## src/rtl/uart_tx_fifo.sv

```systemverilog
// UART transmitter with a small transmit FIFO in front of it.
// Words pushed on start_sending are queued and sent as
// start / data (LSB first) / optional parity / stop frames.
// Queued words go out back to back, with no idle cycle between frames.
module uart_tx_fifo #(
   parameter int CLKs_per_bit = 100,
   parameter int DATA_BITS    = 8,
   parameter int PARITY       = 0,   // 0 none, 1 odd, 2 even
   parameter int STOP_BITS    = 1,
   parameter int FIFO_DEPTH   = 4
) (
   input  logic                          clk,
   input  logic                          rst,
   input  logic                          start_sending,
   input  logic [DATA_BITS-1:0]          data_in,
   output logic                          data_out,
   output logic                          busy,
   output logic                          full,
   output logic [$clog2(FIFO_DEPTH):0]   level,
   output logic                          done
);

   localparam int AW = $clog2(FIFO_DEPTH);
   localparam int LW = AW + 1;
   localparam int CW = $clog2(CLKs_per_bit);

   typedef enum logic [2:0] {S_IDLE, S_START, S_DATA, S_PAR, S_STOP} state_t;

   state_t               r_state, w_state_nx;
   logic [DATA_BITS-1:0] r_mem [FIFO_DEPTH];
   logic [AW-1:0]        r_wptr, r_rptr;
   logic [LW-1:0]        r_level;
   logic [CW-1:0]        r_cnt, w_cnt_nx;
   logic [3:0]           r_bit, w_bit_nx;
   logic [DATA_BITS-1:0] r_shift, w_shift_nx;
   logic                 r_par;
   logic                 r_txd, w_txd_nx;
   logic                 w_push, w_pop, w_tick, w_done, w_full, w_par_head;
   logic [DATA_BITS-1:0] w_head;

   // Full comes from the registered occupancy, so a pop in the same
   // cycle never makes room for a push into a full FIFO.
   assign w_full     = (r_level == LW'(FIFO_DEPTH));
   assign w_push     = start_sending & ~w_full;
   assign w_tick     = (r_cnt == CW'(CLKs_per_bit - 1));
   assign w_head     = r_mem[r_rptr];
   assign w_par_head = (PARITY == 1) ? ~(^w_head) : (^w_head);

   assign data_out = r_txd;
   assign busy     = (r_state != S_IDLE) || (r_level != '0);
   assign full     = w_full;
   assign level    = r_level;
   assign done     = w_done;

   // Next-state, next line value and pop decision for the frame sequencer.
   always_comb begin
      w_state_nx = r_state;
      w_pop      = 1'b0;
      w_done     = 1'b0;
      w_txd_nx   = r_txd;
      w_bit_nx   = r_bit;
      w_shift_nx = r_shift;
      w_cnt_nx   = w_tick ? '0 : r_cnt + 1'b1;
      case (r_state)
         S_IDLE: begin
            w_cnt_nx = '0;
            w_txd_nx = 1'b1;
            if (r_level != '0) begin
               w_pop      = 1'b1;
               w_state_nx = S_START;
               w_txd_nx   = 1'b0;
               w_shift_nx = w_head;
            end
         end
         S_START: begin
            if (w_tick) begin
               w_state_nx = S_DATA;
               w_txd_nx   = r_shift[0];
               w_bit_nx   = '0;
            end
         end
         S_DATA: begin
            if (w_tick) begin
               if (r_bit == 4'(DATA_BITS - 1)) begin
                  w_bit_nx = '0;
                  if (PARITY != 0) begin
                     w_state_nx = S_PAR;
                     w_txd_nx   = r_par;
                  end else begin
                     w_state_nx = S_STOP;
                     w_txd_nx   = 1'b1;
                  end
               end else begin
                  w_bit_nx   = r_bit + 4'd1;
                  w_shift_nx = r_shift >> 1;
                  w_txd_nx   = r_shift[1];
               end
            end
         end
         S_PAR: begin
            if (w_tick) begin
               w_state_nx = S_STOP;
               w_txd_nx   = 1'b1;
               w_bit_nx   = '0;
            end
         end
         S_STOP: begin
            w_txd_nx = 1'b1;
            if (w_tick) begin
               if (r_bit == 4'(STOP_BITS - 1)) begin
                  // Last cycle of the final stop bit: flag it and either
                  // chain straight into the next queued frame or go idle.
                  w_done = 1'b1;
                  if (r_level != '0) begin
                     w_pop      = 1'b1;
                     w_state_nx = S_START;
                     w_txd_nx   = 1'b0;
                     w_shift_nx = w_head;
                  end else begin
                     w_state_nx = S_IDLE;
                  end
               end else begin
                  w_bit_nx = r_bit + 4'd1;
               end
            end
         end
         default: w_state_nx = S_IDLE;
      endcase
   end

   // Sequencer, FIFO pointers/occupancy and registered serial line.
   always_ff @(posedge clk) begin
      if (rst) begin
         r_state <= S_IDLE;
         r_wptr  <= '0;
         r_rptr  <= '0;
         r_level <= '0;
         r_cnt   <= '0;
         r_bit   <= '0;
         r_shift <= '0;
         r_par   <= 1'b0;
         r_txd   <= 1'b1;
      end else begin
         r_state <= w_state_nx;
         r_cnt   <= w_cnt_nx;
         r_bit   <= w_bit_nx;
         r_shift <= w_shift_nx;
         r_txd   <= w_txd_nx;
         if (w_pop) begin
            r_par  <= w_par_head;
            r_rptr <= r_rptr + 1'b1;
         end
         if (w_push) r_wptr <= r_wptr + 1'b1;
         case ({w_push, w_pop})
            2'b10:   r_level <= r_level + 1'b1;
            2'b01:   r_level <= r_level - 1'b1;
            default: r_level <= r_level;
         endcase
      end
   end

   // FIFO storage; contents need no reset because occupancy gates reads.
   always_ff @(posedge clk) begin
      if (!rst && w_push) r_mem[r_wptr] <= data_in;
   end

endmodule

```

## config.mk

```make
export PLATFORM = sky130hd
export DESIGN_NAME = uart_tx_fifo
export DESIGN_NICKNAME = d
export VERILOG_FILES = /design/src/rtl/uart_tx_fifo.sv
export SDC_FILE = /design/constraint.sdc
export NUM_CORES = 1
export LEC_CHECK = 0
export ABC_AREA = 1
export CAP_MARGIN = 20
export CELL_PAD_IN_SITES_DETAIL_PLACEMENT = 2
export CELL_PAD_IN_SITES_GLOBAL_PLACEMENT = 2
export CORE_MARGIN = 1.5
export CORE_UTILIZATION = 36
export CTS_CLUSTER_SIZE = 25
export DETAILED_ROUTE_END_ITERATION = 16
export PLACE_DENSITY = 0.8
export SYNTH_ARGS = -nofsm -noshare
export SYNTH_HDL_FRONTEND = slang
export SYNTH_SLANG_ARGS = --single-unit
```

## constraint.sdc

```tcl
create_clock -name clk -period 3.11 [get_ports clk]
set_input_delay 0.622 -clock clk [delete_from_list [all_inputs] [get_ports clk]]
set_output_delay 0.622 -clock clk [all_outputs]
set_load 0.01 [all_outputs]
```

# Word-level counts from Yosys, hierarchy flattened
# Memory sizes are Yosys's and may differ from the RTL's. A register that Yosys moved wholly into a read port is not among the register bits.
# Index checks and enable logic that the tools add are counted.
dict set report word_totals {
  ramBits 32
  out_inout_bits 7
  inputBits 11
  register_bits 30
  mem_count 1
  word_cells 94
}
dict set report op_classes {
  n_eq_ne 19
  bitwise_logic 2
  n_reduce_logical 17
  add_sub_neg 6
  n_mux 41
}
# memory words width rd rd_clocked_by_memory_dff write_ports line
set memory_table {}
lappend memory_table {r_mem 4 8 1 1 1 30} ;# logic [DATA_BITS-1:0] r_mem [FIFO_DEPTH];
# operator n
set ops {}
lappend ops {{8-bit 2-to-1 mux} 5}
lappend ops {{8-bit case mux with 3 select lines} 1}
lappend ops {{3-bit 2-to-1 mux} 7}
lappend ops {{4-bit 2-to-1 mux} 5}
lappend ops {{2-bit != test (second input constant)} 9}
lappend ops {{1-bit 2-to-1 mux} 16}
lappend ops {{3-bit case mux with 5 select lines} 1}
lappend ops {{4-bit case mux with 3 select lines} 1}
lappend ops {{3-bit nonzero test} 4}
lappend ops {{5-bit AND reduction} 2}
lappend ops {{7-bit by 1-bit adder with 7-bit output (second input constant)} 1}
lappend ops {{7-bit == test (second input constant)} 1}
lappend ops {{7-bit AND reduction} 1}
lappend ops {{3-bit by 2-bit == test with 1-bit output (second input constant)} 2}
lappend ops {{3-bit == test (second input constant)} 2}
lappend ops {{3-bit case mux with 2 select lines} 1}
lappend ops {{1-bit case mux with 5 select lines} 1}
lappend ops {{5-bit nonzero test} 1}
lappend ops {{2-bit by 1-bit adder with 2-bit output (second input constant)} 2}
lappend ops {{4-bit by 1-bit adder with 4-bit output (second input constant)} 1}
lappend ops {{4-bit by 3-bit == test with 1-bit output (second input constant)} 1}
lappend ops {{4-bit logical NOT} 1}
lappend ops {{2-bit 2-to-1 mux} 2}
lappend ops {{4-bit AND reduction} 1}
lappend ops {{other kinds (16)} 16}

# Logic depth before layout (Yosys ltp)
# Gate-level depths: netlist (run 1).
dict set report logic_depth {
  ltp_word 7
  ltp_mapped 13
  depth_no_buf 13
}

# Worst setup path before layout (run 1)
# Ideal clock, no wire load.
dict set report synth_path {
  path_kind {flip-flop to flip-flop}
  startpoint {register r_cnt[0]}
  endpoint {register r_level[2] (netlist: level[2])}
  synth_period_minus_slack_ps 2154
  stages_incl_launch_ff 13
  path_slack_ps 956
  t_arrival_ps 2032
  setup_time_ps 122
  required_time_ps 2988
  path_cell_list {dfxtp_1 > ha_1 > nand3_1 > nor2_1 > nand4_1 > nand2_1 > ha_1 > inv_1 > fa_1 > a21oi_1 > o21ai_0 > o21ai_0 > a21oi_1}
}
dict set report synth_between {
  elab_chain_cells 5
  elab_cells_between_ends 7
}
# element line
set synth_rtl {}
lappend synth_rtl {{from (decl)} 33} ;# logic [CW-1:0] r_cnt, w_cnt_nx;
lappend synth_rtl {{from (signal assigned)} 145} ;# r_cnt <= w_cnt_nx;
lappend synth_rtl {{7-bit == test (*)} 45} ;# assign w_tick = (r_cnt == CW'(CLKs_per_bit - 1));
lappend synth_rtl {{1-bit 2-to-1 mux (*)} 109} ;# if (w_tick) begin
lappend synth_rtl {{1-bit case mux with 2 select lines (*)} 64} ;# case (r_state)
lappend synth_rtl {{via w_pop} 38} ;# logic w_push, w_pop, w_tick, w_done, w_full, w_par_head;
lappend synth_rtl {{2-bit by 1-bit == test with 1-bit output / 2-bit == test (equally long branches)} 154} ;# case ({w_push, w_pop})
lappend synth_rtl {{3-bit case mux with 2 select lines / 2-bit nonzero test (equally long branches)} --}
lappend synth_rtl {{to (signal assigned)} 155} ;# 2'b10: r_level <= r_level + 1'b1;
lappend synth_rtl {{to (signal assigned)} 156} ;# 2'b01: r_level <= r_level - 1'b1;
lappend synth_rtl {{to (signal assigned)} 157} ;# default: r_level <= r_level;
lappend synth_rtl {{to (decl)} 32} ;# logic [LW-1:0] r_level;
# The timed path passes the listed nets; every way through them passes the cells marked *.
# A chain may end at the register's enable or synchronous reset.

# Final worst setup path (run 1)
dict set report layout_path {
  startpoint {register r_state[1]}
  endpoint {output done}
}
dict set report layout_between {
  elab_chain_cells 2
}
# element line
set layout_rtl {}
lappend layout_rtl {{from (decl)} 29} ;# state_t r_state, w_state_nx;
lappend layout_rtl {{from (signal assigned)} 144} ;# r_state <= w_state_nx;
lappend layout_rtl {{3-bit == test} 64}
lappend layout_rtl {{1-bit 2-to-1 mux} 64}
lappend layout_rtl {{to (decl)} 20} ;# output logic done
# No other way between the ends.

==> results.yml, run 1 <==
floorplanning:
  rows: 33
  dieArea_sq_um: 8980
  core_area_sq_um: 8180
  die_h_um: 94.8
  io_pins: 18
  chipWidth_um: 94.8
  start_util_pct: 37.1
final_layout:
  finalNetCount: 415
  area_delta_synth_final_pct: 14.9
  layout_commonest_cell: "nand2_1"
  fillers: 943
  multi_input_area_sq_um: 1200
  most-common-layout-cells: "nand2_1, nor2_1, inv_1"
  drive_gt1_share_pct: 8.25
  seq_area_sq_um: 1600
  layoutNonFillerInstCount: 505
  antenna_cells: 0
  postLayoutCoreUtil_pct: 42.6
clocking:
  postCtsSetupRepairBufs: 0
  root_buffer: "clkbuf_8"
  insertion_delay_ps: 340
  clkSlewWorstSetupHoldPaths_ps: 70
  clock-sinks: 64
  cts.repair.resized: 0
  cts_buffers: 9
  htreeDepth: 3
  hold_buffers: 0
  tritoncts: "done"
  cts_buffer_depth: 2
critical_path:
  timing.reg2reg.worst_path_depth: 12
  worstPathCellList: "nor2_2, nand2_2, nor2_1, nand2_1, inv_1, clkdlybuf4s50_1"
  regToRegSetupSlack_ps: 550
  worstPathMaxFanout: 5
  cp.depth: 6
  slowest_stage: "clkdlybuf4s50_1"
  start_kind: "flip-flop"
  worst_ep_arrival_time_ps: 2110
  crit_family: "simple AND/OR/NAND/NOR gates"
  crit_type: "reg2out"
  rr_endpoint: "level[2]$_SDFFE_PP0P_"
  rr_startpoint: "r_cnt[0]$_SDFF_PP0_"
  cp.required_ps: 2490
  max_stage_delay_ps: 530
  worstPathBufferInverterCount: 2
  cp-startpoint: "r_state[1]$_SDFFE_PP0P_"
  end_kind: "output port"
  cp-endpoint: "done"
place:
  dpl.cell_count: 489
  dp_hpwl_um: 6310
  globalplace.congestion: 0.731
  port-buffer-count: 17
drt:
  drt_first_pass_iters: 6
  drc: 0
  vias: 2504
  routed_wirelength_um: 8800
  drtIter0Drc: 61
  vias_per_cell: 4.96
  wl_per_cell_um: 17.4
  ant_nets: 0
synthesis:
  synth_warnings: 0
  synth_seq_cells: 64
  yosysSeqAreaShare_pct: 52.8
  ys_types: 28
  netlist_area_sq_um: 3030
  syn_area_per_cell_sq_um: 8.22
  synth_fp_nets: 389
  syn_inst: 369
pwr:
  switchingPower_mw: 1.26
  clkPwrFrac_pct: 20.0
  p_int_mw: 1.72
  peakVddDrop_mv: 0.384
  seqPwrFrac_pct: 37.2
  comb_power_share_pct: 42.9
  p_sw_share_pct: 42.3
  p_leak_nw: 1.51
  power.density_nw_per_um2: 858
sta:
  fin_skew_ps: 7.43
  period_share_pct: 88.0
  finalHoldViolCount: 0
  setup_viol: 0
  rsz0062_at_grt: "false"
  tightest_slew_ps: 441
  maxSlewViolCount: 0
  min_period_ps: 2740
  fin_tns_setup_ps: 0
  slew_headroom_pct: 70.5
  max_freq_mhz: 365
run:
  cap_viol_max_count: 0
grt:
  grt_pass1_vias: 2782
  overflow: 0
  grt_max_degree: 18
  globalRouteTotalUtil_pct: 21.8
  grt_pass1_wl_um: 14200
  antenna_found_initial: 0
min_path:
  hp-class: "reg2reg"
run_status:
  status: "finished clean"
==> registers in the layout, indices dropped and copies added, names as in the netlist, named ones only <==
signal and count:
r_mem 32, r_cnt 7, r_bit 4, r_wptr 2
level 3, r_shift 8, data_out 1, r_rptr 2
r_state 3
==> stage by stage <==
stage	power (mW)	setup WS [ps]	hold slack (ps)	area (sq um)
floorplan	2.00	956	418	3030
global placement	2.29	745	432	3330
detailed placement	2.40	591	445	3330
CTS	3.03	350	455	3480
global route	3.25	203	494	3480
finish	2.99	374	452	3480
==> cell families (layout without fill, tap and decap cells) <==
logic type      after synthesis  after routing  synth area share, %
simple gates                196            196                 27.4
flops                        64             64                 52.8
buf+inv                      55             86                 7.55
compound gates               43             43                 7.72
fa+ha+maj                     9              9                 3.96
xor+xnor                      2              2                0.578
==> power by group through the flow <==
stage,sequential [mW],combinational (mW),clock [mW]
2_1_floorplan,1.10,0.893,0
3_3_place_gp,1.12,1.18,0
3_5_place_dp,1.13,1.27,0
4_1_cts,1.11,1.31,0.610
5_1_grt,1.13,1.48,0.642
6_report,1.11,1.28,0.596
==> synth_stat cells <==
library cell  number  area share (%)
buf_8              1            0.49
o21ai_2            1            0.29
xor2_1             2            0.58
a21oi_1           12             2.0
dfxtp_1           32              21
nand3_4            1            0.58
nand3_1           23             3.8
fa_1               1            0.66
a31oi_1            1            0.21
nand2_4            2            0.74
inv_2              2            0.25
nand2_1           80             9.9
nor2_2             3            0.62
buf_2              3            0.49
ha_1               8             3.3
nand3_2            1            0.33
nand2_2            4            0.82
nor3b_1            1            0.25
clkbuf_1           3            0.37
nor2_1            76             9.4
buf_6              1            0.37
a21oi_4            1            0.54
nor3_1             2            0.33
nand4_1            3            0.62
a22oi_1            1            0.25
o21ai_0           27             4.5
inv_1             45             5.6
edfxtp_1          32              32
==> routing by layer <==
metal | part of all wire [%] | routed length [um] | up-vias | global-route usage [%]
li1 | - | - | 1229 | -
met1 | 42 | 3690 | 1238 | 23.9
met2 | 54 | 4770 | 24 | 41.1
met3 | 1.8 | 160 | 13 | 3.22
met4 | 2.0 | 175 | 0 | 9.70
met5 | 0 | 0 | - | 0
==> worst min path at each step <==
stage	startpoint	to	slack [ps]	cells after the start
detailed placement	r_cnt[0]$_SDFF_PP0_	r_cnt[0]$_SDFF_PP0_	440	1
CTS	r_cnt[0]$_SDFF_PP0_	r_cnt[0]$_SDFF_PP0_	460	1
global placement	r_cnt[0]$_SDFF_PP0_	r_cnt[0]$_SDFF_PP0_	430	1
finish	r_cnt[0]$_SDFF_PP0_	r_cnt[0]$_SDFF_PP0_	450	1
floorplan	r_cnt[0]$_SDFF_PP0_	r_cnt[0]$_SDFF_PP0_	420	1
global route	r_cnt[0]$_SDFF_PP0_	r_cnt[0]$_SDFF_PP0_	490	1
==> cell type report <==
class                           count  area share (%)
Inverter                           47            5.06
Clock inverter                      4           0.611
Sequential cell                    64            46.0
Tap cell                          105            3.77
Clock buffer                       12            3.88
Timing Repair Buffer               23            6.18
Multi-Input combinational cell    250            34.5
(Power assumes the default switching activity.)
==> run 2, diff against run 1 <==
PLACE_DENSITY = 0.88   (was 0.8)
==> run 2 against run 1 <==
Against the previous run:
- utilization rose by 0.84 points
- power rose by 8.2%
- die area did not move
- first-iteration DRC count rose by 23%
- fmax rose by 2.0%
- final area rose by 2.0%
- sequential share of layout area fell by 0.89 points
- worst setup slack improved by 54 ps
- clock power rose by 40%
- critical path type unchanged
- largest cell class unchanged
==> results.yml, run 2 (synthesis gave the netlist of run 1 again) <==
sta:
  rsz0062_at_grt: "false"
  setup_viol: 0
  min_period_ps: 2680
  fin_ws_ps: 428
  maxSlewViolCount: 0
  finalHoldViolCount: 0
  fin_skew_ps: 8.39
  hold_ws_ps: 452
  slew_headroom_pct: 67.0
  max_freq_mhz: 373
  tightest_slew_ps: 494
  fin_tns_setup_ps: 0
  period_share_pct: 86.2
final_layout:
  layoutNonFillerInstCount: 505
  fin_area_sq_um: 3550
  layout_commonest_cell: "nand2_1"
  most-common-layout-cells: "nand2_1, nor2_1, inv_1"
  top_register: "r_mem"
  largest_reg_flops: 32
  postLayoutCoreUtil_pct: 43.4
  area_delta_synth_final_pct: 17.1
  antenna_cells: 0
  finalNetCount: 415
  top_regs: "r_mem (32), r_shift (8), r_cnt (7)"
  drive_gt1_share_pct: 9.25
critical_path:
  end_kind: "output port"
  cp.required_ps: 2490
  rr_endpoint: "level[2]$_SDFFE_PP0P_"
  timing.reg2reg.worst_path_depth: 12
  worst_ep_arrival_time_ps: 2060
  crit_type: "reg2out"
  worstPathMaxFanout: 5
  rr_startpoint: "r_cnt[0]$_SDFF_PP0_"
  start_kind: "flip-flop"
  regToRegSetupSlack_ps: 450
min_path:
  hp-start: "r_cnt[0]$_SDFF_PP0_"
  whs_path_depth: 1
  whs_endpoint: "r_cnt[0]$_SDFF_PP0_"
  hp-class: "reg2reg"
clocking:
  clock-sinks: 64
  cts_buffer_depth: 2
  clkSlewWorstSetupHoldPaths_ps: 70
  insertion_delay_ps: 350
  htreeDepth: 3
  hold_buffers: 0
  tritoncts: "done"
  cts_buffers: 9
  root_buffer: "clkbuf_8"
  postCtsSetupRepairBufs: 0
  cts.repair.resized: 0
run:
  cap_viol_max_count: 0
place:
  placed_area_sq_um: 3330
  dpl.cell_count: 489
  globalplace.congestion: 0.777
  place_ws_ps: 589
  port-buffer-count: 17
  dp_hpwl_um: 6740
floorplanning:
  rows: 33
  chipWidth_um: 94.8
  dieArea_sq_um: 8980
  io_pins: 18
  die_h_um: 94.8
  core_area_sq_um: 8180
  start_util_pct: 37.1
drt:
  drtIter0Drc: 75
  wl_per_cell_um: 18.3
  drc: 0
  routed_wirelength_um: 9220
  vias: 2566
  ant_nets: 0
  drt_first_pass_iters: 4
  vias_per_cell: 5.08
pwr:
  p_int_mw: 1.89
  total_power_mw: 3.23
  seqPwrFrac_pct: 34.3
  switchingPower_mw: 1.34
  power.density_nw_per_um2: 910
  comb_power_share_pct: 39.9
  p_leak_nw: 1.53
  p_sw_share_pct: 41.4
  peakVddDrop_mv: 0.307
  clkPwrFrac_pct: 25.8
grt:
  globalRouteTotalUtil_pct: 23.0
  grt_pass1_wl_um: 15100
  antenna_found_initial: 0
  overflow: 0
  grt_max_degree: 18
  grt_pass1_vias: 2947
run_status:
  status: "finished clean"
[run 2: changes by cell type in the layout (fill, tap and decap cells not counted), sizes merged]
cell,before,now
bufinv,0,2
clkbuf,12,9
clkinv,3,0
clkinvlp,1,2
inv,47,50
[run 2: final cells by class]
class	count	area, sq um
fillers	939	4620
clock buffers	9	124
well taps	105	131
repair buffers	23	215
flip-flops and latches	64	1600
clock inverters	7	101
multi-input cells	250	1200
inverters	47	176
[run 2: worst max-delay path: stages, from the launching register on]
cell and delay, ps:
dfxtp_1 350, ha_1 220, nand3_1 100, nor2_1 270
nand2_1 160, inv_1 80, clkdlybuf4s50_1 530
[run 2: per-layer routing]
layer | track usage (%) | wire length, um | up-vias
met5 | 0 | 0 | -
met4 | 11.3 | 318 | 0
met3 | 5.31 | 247 | 24
met2 | 43.7 | 5110 | 37
met1 | 23.3 | 3550 | 1276
li1 | - | - | 1229
[run 2: how the worst max path moves through the flow]
stage                                   start                    end  slack (ps)  cells after the start
after detailed placement  r_cnt[0]$_SDFF_PP0_  level[2]$_SDFFE_PP0P_         590                     12
after global routing      r_cnt[0]$_SDFF_PP0_  level[2]$_SDFFE_PP0P_         220                     12
after floorplan           r_cnt[0]$_SDFF_PP0_  level[2]$_SDFFE_PP0P_         960                     12
after CTS                 r_cnt[0]$_SDFF_PP0_                   done         420                      6
final                     r_cnt[0]$_SDFF_PP0_                   done         430                      6
after global placement          start_sending  level[2]$_SDFFE_PP0P_         760                      9
[run 2: power by group through the flow]
stage / Clock [mW] / Combinational [mW] / Sequential, mW
floorplan: 0 / 0.893 / 1.10
global placement: 0 / 1.17 / 1.12
detailed placement: 0 / 1.28 / 1.13
CTS: 0.850 / 1.31 / 1.11
global route: 0.880 / 1.47 / 1.13
finish: 0.835 / 1.29 / 1.11
==> run 3, diff against run 2 <==
CORE_MARGIN = 2   (was 1.5)
==> run 3 against run 2 <==
Against the previous run:
- critical path depth unchanged
- count of clock-buffer cells in the layout unchanged
- clock skew decreased by 3.0 ps
- critical path type unchanged
- non-clock buffer count unchanged
- global-route usage decreased by 1.4 points
==> results.yml, run 3 (synthesis gave the netlist of run 1 again) <==
run_status:
  status: "finished clean"
final_layout:
  finalNetCount: 415
  most-common-layout-cells: "nand2_1, nor2_1, inv_1"
  top_register: "r_mem"
  area_delta_synth_final_pct: 16.1
  largest_reg_flops: 32
  postLayoutCoreUtil_pct: 43.1
  layout_commonest_cell: "nand2_1"
  fillers: 934
  seq_area_sq_um: 1600
  drive_gt1_share_pct: 9.00
  antenna_cells: 0
  top_regs: "r_mem (32), r_shift (8), r_cnt (7)"
  multi_input_area_sq_um: 1200
place:
  dp_hpwl_um: 6500
  globalplace.congestion: 0.762
  place_ws_ps: 553
  port-buffer-count: 17
clocking:
  root_buffer: "clkbuf_8"
  insertion_delay_ps: 350
  htreeDepth: 3
  cts_buffers: 9
  cts_buffer_depth: 2
  postCtsSetupRepairBufs: 0
  tritoncts: "done"
  clkSlewWorstSetupHoldPaths_ps: 70
  cts.repair.resized: 0
  clock-sinks: 64
  hold_buffers: 0
pwr:
  power.density_nw_per_um2: 887
  comb_power_share_pct: 41.1
  p_int_mw: 1.80
  switchingPower_mw: 1.32
  p_sw_share_pct: 42.2
  seqPwrFrac_pct: 35.5
  p_leak_nw: 1.52
  peakVddDrop_mv: 0.330
  total_power_mw: 3.12
  clkPwrFrac_pct: 23.4
grt:
  grt_max_degree: 18
  grt_pass1_vias: 2845
  grt_pass1_wl_um: 14500
  overflow: 0
  antenna_found_initial: 0
  globalRouteTotalUtil_pct: 21.6
critical_path:
  crit_type: "reg2out"
  worstPathBufferInverterCount: 2
  timing.reg2reg.worst_path_depth: 12
  slowest_stage: "clkdlybuf4s50_1"
  worstPathCellList: "ha_1, nand3_1, nor2_1, nand2_1, inv_1, clkdlybuf4s50_1"
  cp.required_ps: 2490
  start_kind: "flip-flop"
  worstPathMaxFanout: 5
  cp.depth: 6
  end_kind: "output port"
  worst_ep_arrival_time_ps: 2060
  max_stage_delay_ps: 530
  crit_family: "buffers and inverters"
drt:
  ant_nets: 0
  routed_wirelength_um: 8950
  drc: 0
  drtIter0Drc: 100
  wl_per_cell_um: 17.7
  drt_first_pass_iters: 4
  vias: 2565
  vias_per_cell: 5.08
sta:
  tightest_slew_ps: 499
  fin_skew_ps: 5.35
  fin_ws_ps: 431
  setup_viol: 0
  slew_headroom_pct: 66.7
  period_share_pct: 86.2
  min_period_ps: 2680
  maxSlewViolCount: 0
  finalHoldViolCount: 0
  max_freq_mhz: 373
  rsz0062_at_grt: "false"
  fin_tns_setup_ps: 0
floorplanning:
  core_area_sq_um: 8180
  start_util_pct: 37.1
  chipWidth_um: 95.8
  rows: 33
  dieArea_sq_um: 9170
  io_pins: 18
  die_h_um: 95.8
run:
  cap_viol_max_count: 0
min_path:
  whs_path_depth: 1
  hp-class: "reg2reg"
==> run 3: changes by cell type in the layout (fill, tap and decap cells not counted) <==
cell | previous run | this run
inv_6 | 3 | 1
bufinv_16 | 2 | 1
clkinv_1 | 0 | 1
clkinv_2 | 0 | 1
clkinv_4 | 0 | 1
==> run 3: per-stage QoR <==
step | std cells | cell area, sq um | hold slack (ps)
after global placement | 489 | 3330 | 430
after CTS | 505 | 3520 | 461
after floorplan | 369 | 3030 | 418
after detailed placement | 489 | 3330 | 443
after global routing | 505 | 3520 | 472
final | 505 | 3520 | 455
==> run 3: final cells by class <==
type / count / area share, %
flip-flops and latches: 64 / 45.5
well taps: 105 / 3.73
clock inverters: 7 / 2.02
inverters: 47 / 5.01
multi-input cells: 250 / 34.1
repair buffers: 23 / 6.11
clock buffers: 9 / 3.52
==> run 3: final timing paths <==
check,from,endpoint,slack (ps)
max reg2reg,r_cnt[0]$_SDFF_PP0_,level[2]$_SDFFE_PP0P_,500
max,r_cnt[0]$_SDFF_PP0_,done,430
min reg2reg,r_cnt[0]$_SDFF_PP0_,r_cnt[0]$_SDFF_PP0_,450
min,r_cnt[0]$_SDFF_PP0_,r_cnt[0]$_SDFF_PP0_,450
==> run 3: power by group through the flow <==
stage	registers, mW	logic [mW]	clock network [mW]
finish	1.11	1.28	0.729
global placement	1.12	1.17	0
CTS	1.11	1.31	0.744
global route	1.12	1.47	0.779
detailed placement	1.13	1.27	0
floorplan	1.10	0.893	0
==> run 3: worst reg2reg max path: stages, from the launching register on <==
cell and delay, ps:
dfxtp_1 360, ha_1 230, nand3_1 100, nor2_1 260, nand4_1 190, nand2_1 190
ha_1 170, inv_1 70, fa_1 390, a21oi_1 160, o21ai_0 130, o21ai_0 200
a21oi_1 60
==> run 3: layer usage <==
layer	routed length [um]	global-route usage (%)	vias up
li1	-	-	1231
met3	215	3.76	14
met5	0	0	-
met2	5020	41.4	31
met1	3540	23.5	1289
met4	184	7.86	0
